<file path="config.mk">
export PLATFORM = sky130hd
export DESIGN_NAME = axi4_burst_master_flat
export DESIGN_NICKNAME = d
export VERILOG_FILES = /design/src/rtl/axi4_burst_master_if.sv /design/src/rtl/axi4_burst_master.sv /design/src/flat_wrapper.sv
export SDC_FILE = /design/constraint.sdc
export NUM_CORES = 1
export LEC_CHECK = 0
export ABC_AREA = 1
export CAP_MARGIN = 20
export CORE_AREA = 4 4 122 124
export DETAILED_ROUTE_END_ITERATION = 12
export DIE_AREA = 0 0 126 128
export PLACE_DENSITY = 0.75
export SYNTH_ARGS = -nofsm -noshare
export SYNTH_HDL_FRONTEND = slang
export SYNTH_SLANG_ARGS = --single-unit
</file>
<file path="constraint.sdc">
create_clock -name ACLK -period 2.65 [get_ports ACLK]
set_clock_uncertainty 0.15 [all_clocks]
set_input_delay 0.53 -clock ACLK [delete_from_list [all_inputs] [get_ports ACLK]]
set_output_delay 0.53 -clock ACLK [all_outputs]
set_load 0.01 [all_outputs]
</file>
<file path="src/rtl/axi4_burst_master_if.sv">
// Command/data streams and AXI4 master channels of axi4_burst_master.
// master = the burst engine's view, slave = the requester/AXI-slave side.
interface axi4_burst_master_if #(
    parameter int unsigned ID_W   = 8,
    parameter int unsigned ADDR_W = 32,
    parameter int unsigned DATA_W = 32,
    parameter int unsigned LEN_W  = 4
);
    localparam int unsigned STRB_W = DATA_W / 8;

    logic              cmd_valid, cmd_ready, cmd_write;
    logic [ID_W-1:0]   cmd_id;
    logic [ADDR_W-1:0] cmd_addr;
    logic [LEN_W-1:0]  cmd_len;
    logic              wd_valid, wd_ready;
    logic [DATA_W-1:0] wd_data;
    logic [STRB_W-1:0] wd_strb;
    logic              rd_valid, rd_ready, rd_last;
    logic [DATA_W-1:0] rd_data;
    logic              resp_valid, proto_err;
    logic [1:0]        resp_code;

    logic [ID_W-1:0]   AWID, ARID, BID, RID;
    logic [ADDR_W-1:0] AWADDR, ARADDR;
    logic [LEN_W-1:0]  AWLEN, ARLEN;
    logic [2:0]        AWSIZE, ARSIZE;
    logic [1:0]        AWBURST, ARBURST, BRESP, RRESP;
    logic              AWVALID, AWREADY, ARVALID, ARREADY;
    logic [DATA_W-1:0] WDATA, RDATA;
    logic [STRB_W-1:0] WSTRB;
    logic              WLAST, WVALID, WREADY, BVALID, BREADY, RLAST, RVALID, RREADY;

    modport master (
        input  cmd_valid, cmd_write, cmd_id, cmd_addr, cmd_len,
        output cmd_ready,
        input  wd_valid, wd_data, wd_strb,
        output wd_ready,
        output rd_valid, rd_data, rd_last,
        input  rd_ready,
        output resp_valid, resp_code, proto_err,
        output AWID, AWADDR, AWLEN, AWSIZE, AWBURST, AWVALID,
        input  AWREADY,
        output WDATA, WSTRB, WLAST, WVALID,
        input  WREADY,
        input  BID, BRESP, BVALID,
        output BREADY,
        output ARID, ARADDR, ARLEN, ARSIZE, ARBURST, ARVALID,
        input  ARREADY,
        input  RID, RDATA, RRESP, RLAST, RVALID,
        output RREADY
    );

    modport slave (
        output cmd_valid, cmd_write, cmd_id, cmd_addr, cmd_len,
        input  cmd_ready,
        output wd_valid, wd_data, wd_strb,
        input  wd_ready,
        input  rd_valid, rd_data, rd_last,
        output rd_ready,
        input  resp_valid, resp_code, proto_err,
        input  AWID, AWADDR, AWLEN, AWSIZE, AWBURST, AWVALID,
        output AWREADY,
        input  WDATA, WSTRB, WLAST, WVALID,
        output WREADY,
        output BID, BRESP, BVALID,
        input  BREADY,
        input  ARID, ARADDR, ARLEN, ARSIZE, ARBURST, ARVALID,
        output ARREADY,
        output RID, RDATA, RRESP, RLAST, RVALID,
        input  RREADY
    );
endinterface

</file>
<file path="src/rtl/axi4_burst_master.sv">
// Single-outstanding AXI4 INCR burst initiator: command -> address phase ->
// pass-through data beats -> response, with sticky slave protocol checking.
module axi4_burst_master #(
    parameter int unsigned ID_W   = 8,
    parameter int unsigned ADDR_W = 32,
    parameter int unsigned DATA_W = 32,
    parameter int unsigned LEN_W  = 4
) (
    input logic                  ACLK,
    input logic                  ARESET,
    axi4_burst_master_if.master  bus
);
    localparam int unsigned STRB_W = DATA_W / 8;
    localparam logic [2:0]  AXSIZE = 3'($clog2(STRB_W));
    localparam logic [1:0]  INCR   = 2'b01;

    typedef enum logic [2:0] {IDLE, AW, W, B, AR, R} state_t;

    state_t            state;
    logic [ID_W-1:0]   id_q;
    logic [ADDR_W-1:0] addr_q;
    logic [LEN_W-1:0]  len_q;
    logic [LEN_W-1:0]  beat_cnt;
    logic [1:0]        acc;
    logic              resp_valid_q, proto_err_q;
    logic [1:0]        resp_code_q;

    logic       last_beat, w_hs, r_hs;
    logic [1:0] rresp_max;

    assign last_beat = (beat_cnt == len_q);
    assign w_hs      = (state == W) && bus.wd_valid && bus.WREADY;
    assign r_hs      = (state == R) && bus.RVALID && bus.rd_ready;
    assign rresp_max = (bus.RRESP > acc) ? bus.RRESP : acc;

    // Control FSM; all status outputs and the captured command are registered here.
    always_ff @(posedge ACLK) begin
        if (ARESET) begin
            state        <= IDLE;
            id_q         <= '0;
            addr_q       <= '0;
            len_q        <= '0;
            beat_cnt     <= '0;
            acc          <= 2'b00;
            resp_valid_q <= 1'b0;
            resp_code_q  <= 2'b00;
            proto_err_q  <= 1'b0;
        end else begin
            resp_valid_q <= 1'b0;
            case (state)
                IDLE: begin
                    if (bus.cmd_valid) begin
                        id_q     <= bus.cmd_id;
                        addr_q   <= bus.cmd_addr;
                        len_q    <= bus.cmd_len;
                        beat_cnt <= '0;
                        acc      <= 2'b00;
                        state    <= bus.cmd_write ? AW : AR;
                    end
                end
                AW: if (bus.AWREADY) state <= W;
                AR: if (bus.ARREADY) state <= R;
                W: begin
                    if (w_hs) begin
                        beat_cnt <= beat_cnt + LEN_W'(1);
                        if (last_beat) state <= B;
                    end
                end
                B: begin
                    if (bus.BVALID) begin
                        resp_code_q  <= bus.BRESP;
                        resp_valid_q <= 1'b1;
                        if (bus.BID != id_q) proto_err_q <= 1'b1;
                        state <= IDLE;
                    end
                end
                R: begin
                    if (r_hs) begin
                        beat_cnt <= beat_cnt + LEN_W'(1);
                        acc      <= rresp_max;
                        // Wrong ID or misplaced/missing RLAST; beat counting is unaffected.
                        if ((bus.RID != id_q) || (bus.RLAST != last_beat)) proto_err_q <= 1'b1;
                        if (last_beat) begin
                            resp_code_q  <= rresp_max;
                            resp_valid_q <= 1'b1;
                            state        <= IDLE;
                        end
                    end
                end
                default: state <= IDLE;
            endcase
        end
    end

    assign bus.cmd_ready  = (state == IDLE);
    assign bus.resp_valid = resp_valid_q;
    assign bus.resp_code  = resp_code_q;
    assign bus.proto_err  = proto_err_q;

    assign bus.AWID    = id_q;
    assign bus.AWADDR  = addr_q;
    assign bus.AWLEN   = len_q;
    assign bus.AWSIZE  = AXSIZE;
    assign bus.AWBURST = INCR;
    assign bus.AWVALID = (state == AW);

    assign bus.ARID    = id_q;
    assign bus.ARADDR  = addr_q;
    assign bus.ARLEN   = len_q;
    assign bus.ARSIZE  = AXSIZE;
    assign bus.ARBURST = INCR;
    assign bus.ARVALID = (state == AR);

    // Data channels are zero-latency pass-through, gated by the owning state.
    assign bus.WVALID   = (state == W) && bus.wd_valid;
    assign bus.wd_ready = (state == W) && bus.WREADY;
    assign bus.WDATA    = bus.wd_data;
    assign bus.WSTRB    = bus.wd_strb;
    assign bus.WLAST    = (state == W) && last_beat;
    assign bus.BREADY   = (state == B);

    assign bus.rd_valid = (state == R) && bus.RVALID;
    assign bus.RREADY   = (state == R) && bus.rd_ready;
    assign bus.rd_data  = bus.RDATA;
    assign bus.rd_last  = bus.RLAST;
endmodule

</file>
<file path="src/flat_wrapper.sv">
// flat-port wrapper written by rule: the top's interface ports become plain ports
module axi4_burst_master_flat 
#(
    parameter int unsigned ID_W   = 8,
    parameter int unsigned ADDR_W = 32,
    parameter int unsigned DATA_W = 32,
    parameter int unsigned LEN_W  = 4
)
  (ACLK, ARESET, bus_cmd_valid, bus_cmd_write, bus_cmd_id, bus_cmd_addr, bus_cmd_len, bus_cmd_ready, bus_wd_valid, bus_wd_data, bus_wd_strb, bus_wd_ready, bus_rd_valid, bus_rd_data, bus_rd_last, bus_rd_ready, bus_resp_valid, bus_resp_code, bus_proto_err, bus_AWID, bus_AWADDR, bus_AWLEN, bus_AWSIZE, bus_AWBURST, bus_AWVALID, bus_AWREADY, bus_WDATA, bus_WSTRB, bus_WLAST, bus_WVALID, bus_WREADY, bus_BID, bus_BRESP, bus_BVALID, bus_BREADY, bus_ARID, bus_ARADDR, bus_ARLEN, bus_ARSIZE, bus_ARBURST, bus_ARVALID, bus_ARREADY, bus_RID, bus_RDATA, bus_RRESP, bus_RLAST, bus_RVALID, bus_RREADY);
  axi4_burst_master_if #(.ID_W(ID_W), .ADDR_W(ADDR_W), .DATA_W(DATA_W), .LEN_W(LEN_W)) bus_i ();
  input logic ACLK;
  input logic ARESET;
  input wire logic [$bits(bus_i.cmd_valid)-1:0] bus_cmd_valid;
  input wire logic [$bits(bus_i.cmd_write)-1:0] bus_cmd_write;
  input wire logic [$bits(bus_i.cmd_id)-1:0] bus_cmd_id;
  input wire logic [$bits(bus_i.cmd_addr)-1:0] bus_cmd_addr;
  input wire logic [$bits(bus_i.cmd_len)-1:0] bus_cmd_len;
  output wire logic [$bits(bus_i.cmd_ready)-1:0] bus_cmd_ready;
  input wire logic [$bits(bus_i.wd_valid)-1:0] bus_wd_valid;
  input wire logic [$bits(bus_i.wd_data)-1:0] bus_wd_data;
  input wire logic [$bits(bus_i.wd_strb)-1:0] bus_wd_strb;
  output wire logic [$bits(bus_i.wd_ready)-1:0] bus_wd_ready;
  output wire logic [$bits(bus_i.rd_valid)-1:0] bus_rd_valid;
  output wire logic [$bits(bus_i.rd_data)-1:0] bus_rd_data;
  output wire logic [$bits(bus_i.rd_last)-1:0] bus_rd_last;
  input wire logic [$bits(bus_i.rd_ready)-1:0] bus_rd_ready;
  output wire logic [$bits(bus_i.resp_valid)-1:0] bus_resp_valid;
  output wire logic [$bits(bus_i.resp_code)-1:0] bus_resp_code;
  output wire logic [$bits(bus_i.proto_err)-1:0] bus_proto_err;
  output wire logic [$bits(bus_i.AWID)-1:0] bus_AWID;
  output wire logic [$bits(bus_i.AWADDR)-1:0] bus_AWADDR;
  output wire logic [$bits(bus_i.AWLEN)-1:0] bus_AWLEN;
  output wire logic [$bits(bus_i.AWSIZE)-1:0] bus_AWSIZE;
  output wire logic [$bits(bus_i.AWBURST)-1:0] bus_AWBURST;
  output wire logic [$bits(bus_i.AWVALID)-1:0] bus_AWVALID;
  input wire logic [$bits(bus_i.AWREADY)-1:0] bus_AWREADY;
  output wire logic [$bits(bus_i.WDATA)-1:0] bus_WDATA;
  output wire logic [$bits(bus_i.WSTRB)-1:0] bus_WSTRB;
  output wire logic [$bits(bus_i.WLAST)-1:0] bus_WLAST;
  output wire logic [$bits(bus_i.WVALID)-1:0] bus_WVALID;
  input wire logic [$bits(bus_i.WREADY)-1:0] bus_WREADY;
  input wire logic [$bits(bus_i.BID)-1:0] bus_BID;
  input wire logic [$bits(bus_i.BRESP)-1:0] bus_BRESP;
  input wire logic [$bits(bus_i.BVALID)-1:0] bus_BVALID;
  output wire logic [$bits(bus_i.BREADY)-1:0] bus_BREADY;
  output wire logic [$bits(bus_i.ARID)-1:0] bus_ARID;
  output wire logic [$bits(bus_i.ARADDR)-1:0] bus_ARADDR;
  output wire logic [$bits(bus_i.ARLEN)-1:0] bus_ARLEN;
  output wire logic [$bits(bus_i.ARSIZE)-1:0] bus_ARSIZE;
  output wire logic [$bits(bus_i.ARBURST)-1:0] bus_ARBURST;
  output wire logic [$bits(bus_i.ARVALID)-1:0] bus_ARVALID;
  input wire logic [$bits(bus_i.ARREADY)-1:0] bus_ARREADY;
  input wire logic [$bits(bus_i.RID)-1:0] bus_RID;
  input wire logic [$bits(bus_i.RDATA)-1:0] bus_RDATA;
  input wire logic [$bits(bus_i.RRESP)-1:0] bus_RRESP;
  input wire logic [$bits(bus_i.RLAST)-1:0] bus_RLAST;
  input wire logic [$bits(bus_i.RVALID)-1:0] bus_RVALID;
  output wire logic [$bits(bus_i.RREADY)-1:0] bus_RREADY;
  assign bus_i.cmd_valid = bus_cmd_valid;
  assign bus_i.cmd_write = bus_cmd_write;
  assign bus_i.cmd_id = bus_cmd_id;
  assign bus_i.cmd_addr = bus_cmd_addr;
  assign bus_i.cmd_len = bus_cmd_len;
  assign bus_cmd_ready = bus_i.cmd_ready;
  assign bus_i.wd_valid = bus_wd_valid;
  assign bus_i.wd_data = bus_wd_data;
  assign bus_i.wd_strb = bus_wd_strb;
  assign bus_wd_ready = bus_i.wd_ready;
  assign bus_rd_valid = bus_i.rd_valid;
  assign bus_rd_data = bus_i.rd_data;
  assign bus_rd_last = bus_i.rd_last;
  assign bus_i.rd_ready = bus_rd_ready;
  assign bus_resp_valid = bus_i.resp_valid;
  assign bus_resp_code = bus_i.resp_code;
  assign bus_proto_err = bus_i.proto_err;
  assign bus_AWID = bus_i.AWID;
  assign bus_AWADDR = bus_i.AWADDR;
  assign bus_AWLEN = bus_i.AWLEN;
  assign bus_AWSIZE = bus_i.AWSIZE;
  assign bus_AWBURST = bus_i.AWBURST;
  assign bus_AWVALID = bus_i.AWVALID;
  assign bus_i.AWREADY = bus_AWREADY;
  assign bus_WDATA = bus_i.WDATA;
  assign bus_WSTRB = bus_i.WSTRB;
  assign bus_WLAST = bus_i.WLAST;
  assign bus_WVALID = bus_i.WVALID;
  assign bus_i.WREADY = bus_WREADY;
  assign bus_i.BID = bus_BID;
  assign bus_i.BRESP = bus_BRESP;
  assign bus_i.BVALID = bus_BVALID;
  assign bus_BREADY = bus_i.BREADY;
  assign bus_ARID = bus_i.ARID;
  assign bus_ARADDR = bus_i.ARADDR;
  assign bus_ARLEN = bus_i.ARLEN;
  assign bus_ARSIZE = bus_i.ARSIZE;
  assign bus_ARBURST = bus_i.ARBURST;
  assign bus_ARVALID = bus_i.ARVALID;
  assign bus_i.ARREADY = bus_ARREADY;
  assign bus_i.RID = bus_RID;
  assign bus_i.RDATA = bus_RDATA;
  assign bus_i.RRESP = bus_RRESP;
  assign bus_i.RLAST = bus_RLAST;
  assign bus_i.RVALID = bus_RVALID;
  assign bus_RREADY = bus_i.RREADY;
  axi4_burst_master #(.ID_W(ID_W), .ADDR_W(ADDR_W), .DATA_W(DATA_W), .LEN_W(LEN_W)) u_core (.ACLK(ACLK), .ARESET(ARESET), .bus(bus_i));
endmodule
</file>
Word-level counts from Yosys, hierarchy flattened --
Cells that the tools add are included.
Storage, ports and cells: flip-flop bits (word level) 57, bits in latches 0, RAM bits 0, bits in read-only memories 0, input bits 144, output and inout bits 180, word-level logic and storage cells 79, memories 0
Cells by class: add/subtract/negate cells 1, multiply operators 0, div/mod/pow operators 0, magnitude comparators 1, equality and inequality tests 19, shift-type cells 0, multiplexer cells 31, bitwise gates (word level) 0, reduce and logical (&&, ||, !) cells 18
Operators with widths (number):
- $mux W3 | 9
- $pmux W3 S6 | 1
- $ne A8 B8 Y1 | 2
- $ne A2 B1 Y1 const B | 7
- $mux W2 | 6
- $mux W4 | 3
- $pmux W4 S3 | 1
- $pmux W2 S2 | 2
- $reduce_and A4 Y1 | 2
- $reduce_and A8 Y1 | 1
- $logic_and A1 B1 Y1 | 7
- $mux W1 | 7
- $eq A3 B2 Y1 const B | 2
- $eq A3 B3 Y1 const B | 2
- $ne A2 B2 Y1 const B | 3
- $reduce_and A5 Y1 | 1
- $add A4 B1 Y4 const B | 1
- $eq A4 B4 Y1 | 1
- $pmux W1 S2 | 2
- $reduce_bool A2 Y1 | 2
- $eq A3 B1 Y1 const B | 1
- $logic_not A3 Y1 | 1
- $reduce_and A3 Y1 | 1
- $reduce_bool A3 Y1 | 1
- other kinds (4) | 4

Depth between registers and ports, before layout --
word-level depth 6, mapped depth 11, depth with buffers taken out 11

Worst setup path before layout --
No wires, ideal clock.
path kind flip-flop to output port, start reg u_core.len_q[1], in the netlist u_core.bus.ARLEN[1], end out bus_WLAST, arrival 1006 ps, data required time 1970 ps, slack 964 ps, stages on the path, launching flop included 7, buffers on the path 0, cells stage by stage dfxtp_1 inv_1 nand2_1 nand2_1 nor2_1 nand2_1 nor2_1
Between the ends: word-level cells in the longest chain between the ends 2
RTL lines:
- from (decl) | line axi4_burst_master.sv:22 | logic [LEN_W-1:0] len_q;
- from (signal assigned) | line axi4_burst_master.sv:55 | len_q <= bus.cmd_len;
- $eq A4 B4 Y1 | line axi4_burst_master.sv:31 | assign last_beat = (beat_cnt == len_q);
- $logic_and A1 B1 Y1 | line axi4_burst_master.sv:119 | assign bus.WLAST = (state == W) && last_beat;
- to (decl) | line flat_wrapper.sv:39 | output wire logic [$bits(bus_i.WLAST)-1:0] bus_WLAST;
Every way passes these cells.

Worst setup path in the final report --
start in bus_rd_ready, end out bus_RREADY
Between the ends: word-level cells in the longest chain between the ends 1
RTL lines:
- from (decl) | line flat_wrapper.sv:26 | input wire logic [$bits(bus_i.rd_ready)-1:0] bus_rd_ready;
- $logic_and A1 B1 Y1 | line axi4_burst_master.sv:123 | assign bus.RREADY = (state == R) && bus.rd_ready;
- to (decl) | line flat_wrapper.sv:58 | output wire logic [$bits(bus_i.RREADY)-1:0] bus_RREADY;
Every way passes these cells.

==> impl_results.md <==
* Worst setup slack after layout at 0.0784 ns
* Count of unique library cells instantiated by Yosys at 32
* Post-Synthesis Cells at 538
* Power Dens Cells at 1020 nW/µm²
* Vias/cell at 4.23
* DP Worst Slack at 0.0640 ns
* Clk buf depth at 2
* DP HPWL at 8230 µm
* Static leakage at around 0.0022 µW
* Cts bufs inserted at 9
* Actual slew at the worst max-slew pin at approximately 0.53 ns
* CP Capture Type: output pin
* I/O Pins at roughly 320
* Cts hold-fix bufs at 0
* CTS tree: built
* Clock sink count at 57
* Area post-placement at between 4000 and 5000 µm²
* Slew HR at 0.645
* GRT overflow at 0
* GRT Total Usage at 0.136
* Final hold vios at 0
* Multi-input gate area at approximately 1500 µm²
* # Post-CTS Setup Buffers at 0
* Post-Layout Cell Count at 788
* Row cnt at 43
* Startpoint class of the critical path: input pin
* Max Fclk at just under 400 MHz
* Initial antenna violation count at 0
* Die Span Y at approximately 130 µm
* Placed cells at 772
* # Max-Cap Violations at 0
* First-pass GRT wire length at 17200 µm
* RD Place Congestion at 0.820
* Proportion of layout cells with a drive suffix above 1 at 0.0938
* PortBufs at 177
* VDD IR-drop max at 0.413 mV
* Commonest non-fill, non-tap cell in the layout: clkdlybuf4s50_1
* Post-DRT Antenna Nets at 0
* Die X at 126 µm
* Iteration-0 DRC count of the detailed router at 138
* Total Wirelength at 11000 µm
* DR WL/cell at 13.9 µm
* Clock-pin transition on the worst setup and hold timing paths at 0.05 ns
* RSZ-0062 raised after global routing: no
* R2r setup slk at just over 0.8 ns
* DR pass1 iterations at 4
* Critical path peak fanout at 3
* Worst path required time at 1.97 ns
* Final net count at 751
* Hold WC Path Type: flop to flop
* Most frequent cells in the layout: clkdlybuf4s50_1, nor2_1, nand2_1
* Final Max Tran Viols at 0
* Die area at approximately 16000 µm²
* Ys Warns at 0
* CP Class: input pin to output pin
* Mean Syn Cell Area at 7.03 µm²
* Final Power at 5290 µW
* Antenna Cells at 0
* Critical path data arrival time at 1.89 ns
* Vias in the first global route at 3387
* Seq cells post-synth at 57
* Setup-failing EPs final at 0
* Mapped Area at 3780 µm²
* Period minus WS final at 2.57 ns
* Via count at ~3300
* Status: complete, no violations
* Largest net degree at the start of global routing at 52
* Sequential cell area at 1150 µm²
* Area growth syn-to-layout at 37.0%
* Final period utilization at 0.970
* Sum of negative setup slack at 0 ns
* DRC Markers at 0
* CTS root buf: clkbuf_16
* Post-Layout Inst Area at a little over 5000 µm²
* Fill count at 1446
* Register area share after synthesis at 0.302
* Post-CTS sizing at 2
* H-tree depth at 3
* Initial Utilization at 0.275
* Clock latency on the worst-skew pair at 0.33 ns
* Core area at 13800 µm²
-- worst max-delay path, stage by stage --
cell	delay [ns]
clkdlybuf4s50_1	0.50
nand4_1	0.20
inv_1	0.12
clkdlybuf4s50_1	0.53
-- area by class of cell --
type	instances	area share
Clock inverter	1	0.00580
Timing Repair Buffer	184	0.352
Multi-Input combinational cell	300	0.282
Tap cell	180	0.0435
Clock buffer	15	0.0575
Sequential cell	57	0.222
Inverter	51	0.0374
-- cell families (layout without fill, tap and decap cells) --
kind of cell	after synthesis	in the layout	share of synthesized area
flip-flops	57	57	0.302
other	2	10	0.00199
AO/OA/AOI/OAI	82	82	0.114
AND/OR/NAND/NOR	197	197	0.231
adder cells (fa/ha/maj)	4	4	0.0132
XOR/XNOR	7	7	0.0162
buffers and inverters	189	251	0.322
-- cells in the mapped netlist, drive strengths merged --
cell type  count  share of area
a21oi         21          0.028
buf          130           0.26
clkbuf         8         0.0079
conb           2         0.0020
dfxtp         57           0.30
ha             4          0.013
inv           51          0.051
nand2         73          0.079
nand3         12          0.019
nand3b         1         0.0020
nand4          5          0.012
nor2         105           0.12
nor3           1         0.0013
o211ai         1         0.0020
o21a           1         0.0020
o21ai         58          0.081
o21bai         1         0.0020
xnor2          1         0.0023
xor2           6          0.014
-- power by group --
group	internal, µW	leakage (µW)	switching (µW)
Sequential	1150	0.000472	290
Combinational	1320	0.00157	1270
Clock	856	0.000162	401
Total	3330	0.00221	1960
-- per-layer routing --
metal	up-vias	GRT usage	wire length [µm]
met5	-	0	0
met4	0	0.0744	379
met3	41	0.0575	1130
met2	174	0.213	4890
met1	1451	0.157	4550
li1	1668	-	-
-- through the flow --
step | hold WS [ns] | util
after CTS | 0.307 | 0.375
after detailed placement | 0.298 | 0.351
after floorplan | 0.318 | -
after global placement | 0.291 | 0.351
final | 0.302 | 0.376
after global routing | 0.339 | 0.376
-- state kept, by name (all words and copies together), names as in the netlist --
register	flops
u_core.bus.ARLEN	4
u_core.beat_cnt	4
u_core.bus.resp_valid	1
u_core.bus.ARADDR	32
u_core.bus.resp_code	2
u_core.state	3
u_core.bus.ARID	8
u_core.bus.proto_err	1
u_core.acc	2
-- final timing paths --
check,end,cells past startpoint,from
worst min register to register,u_core.bus.proto_err$_SDFFE_PP0P_,2,u_core.bus.proto_err$_SDFFE_PP0P_
worst min-delay path,u_core.bus.proto_err$_SDFFE_PP0P_,2,u_core.bus.proto_err$_SDFFE_PP0P_
worst max register to register,u_core.bus.ARADDR[16]$_SDFFE_PP0P_,7,u_core.state[2]$_SDFFE_PP0P_
worst max-delay path,bus_RREADY,4,bus_rd_ready
(Power assumes the default switching activity.)
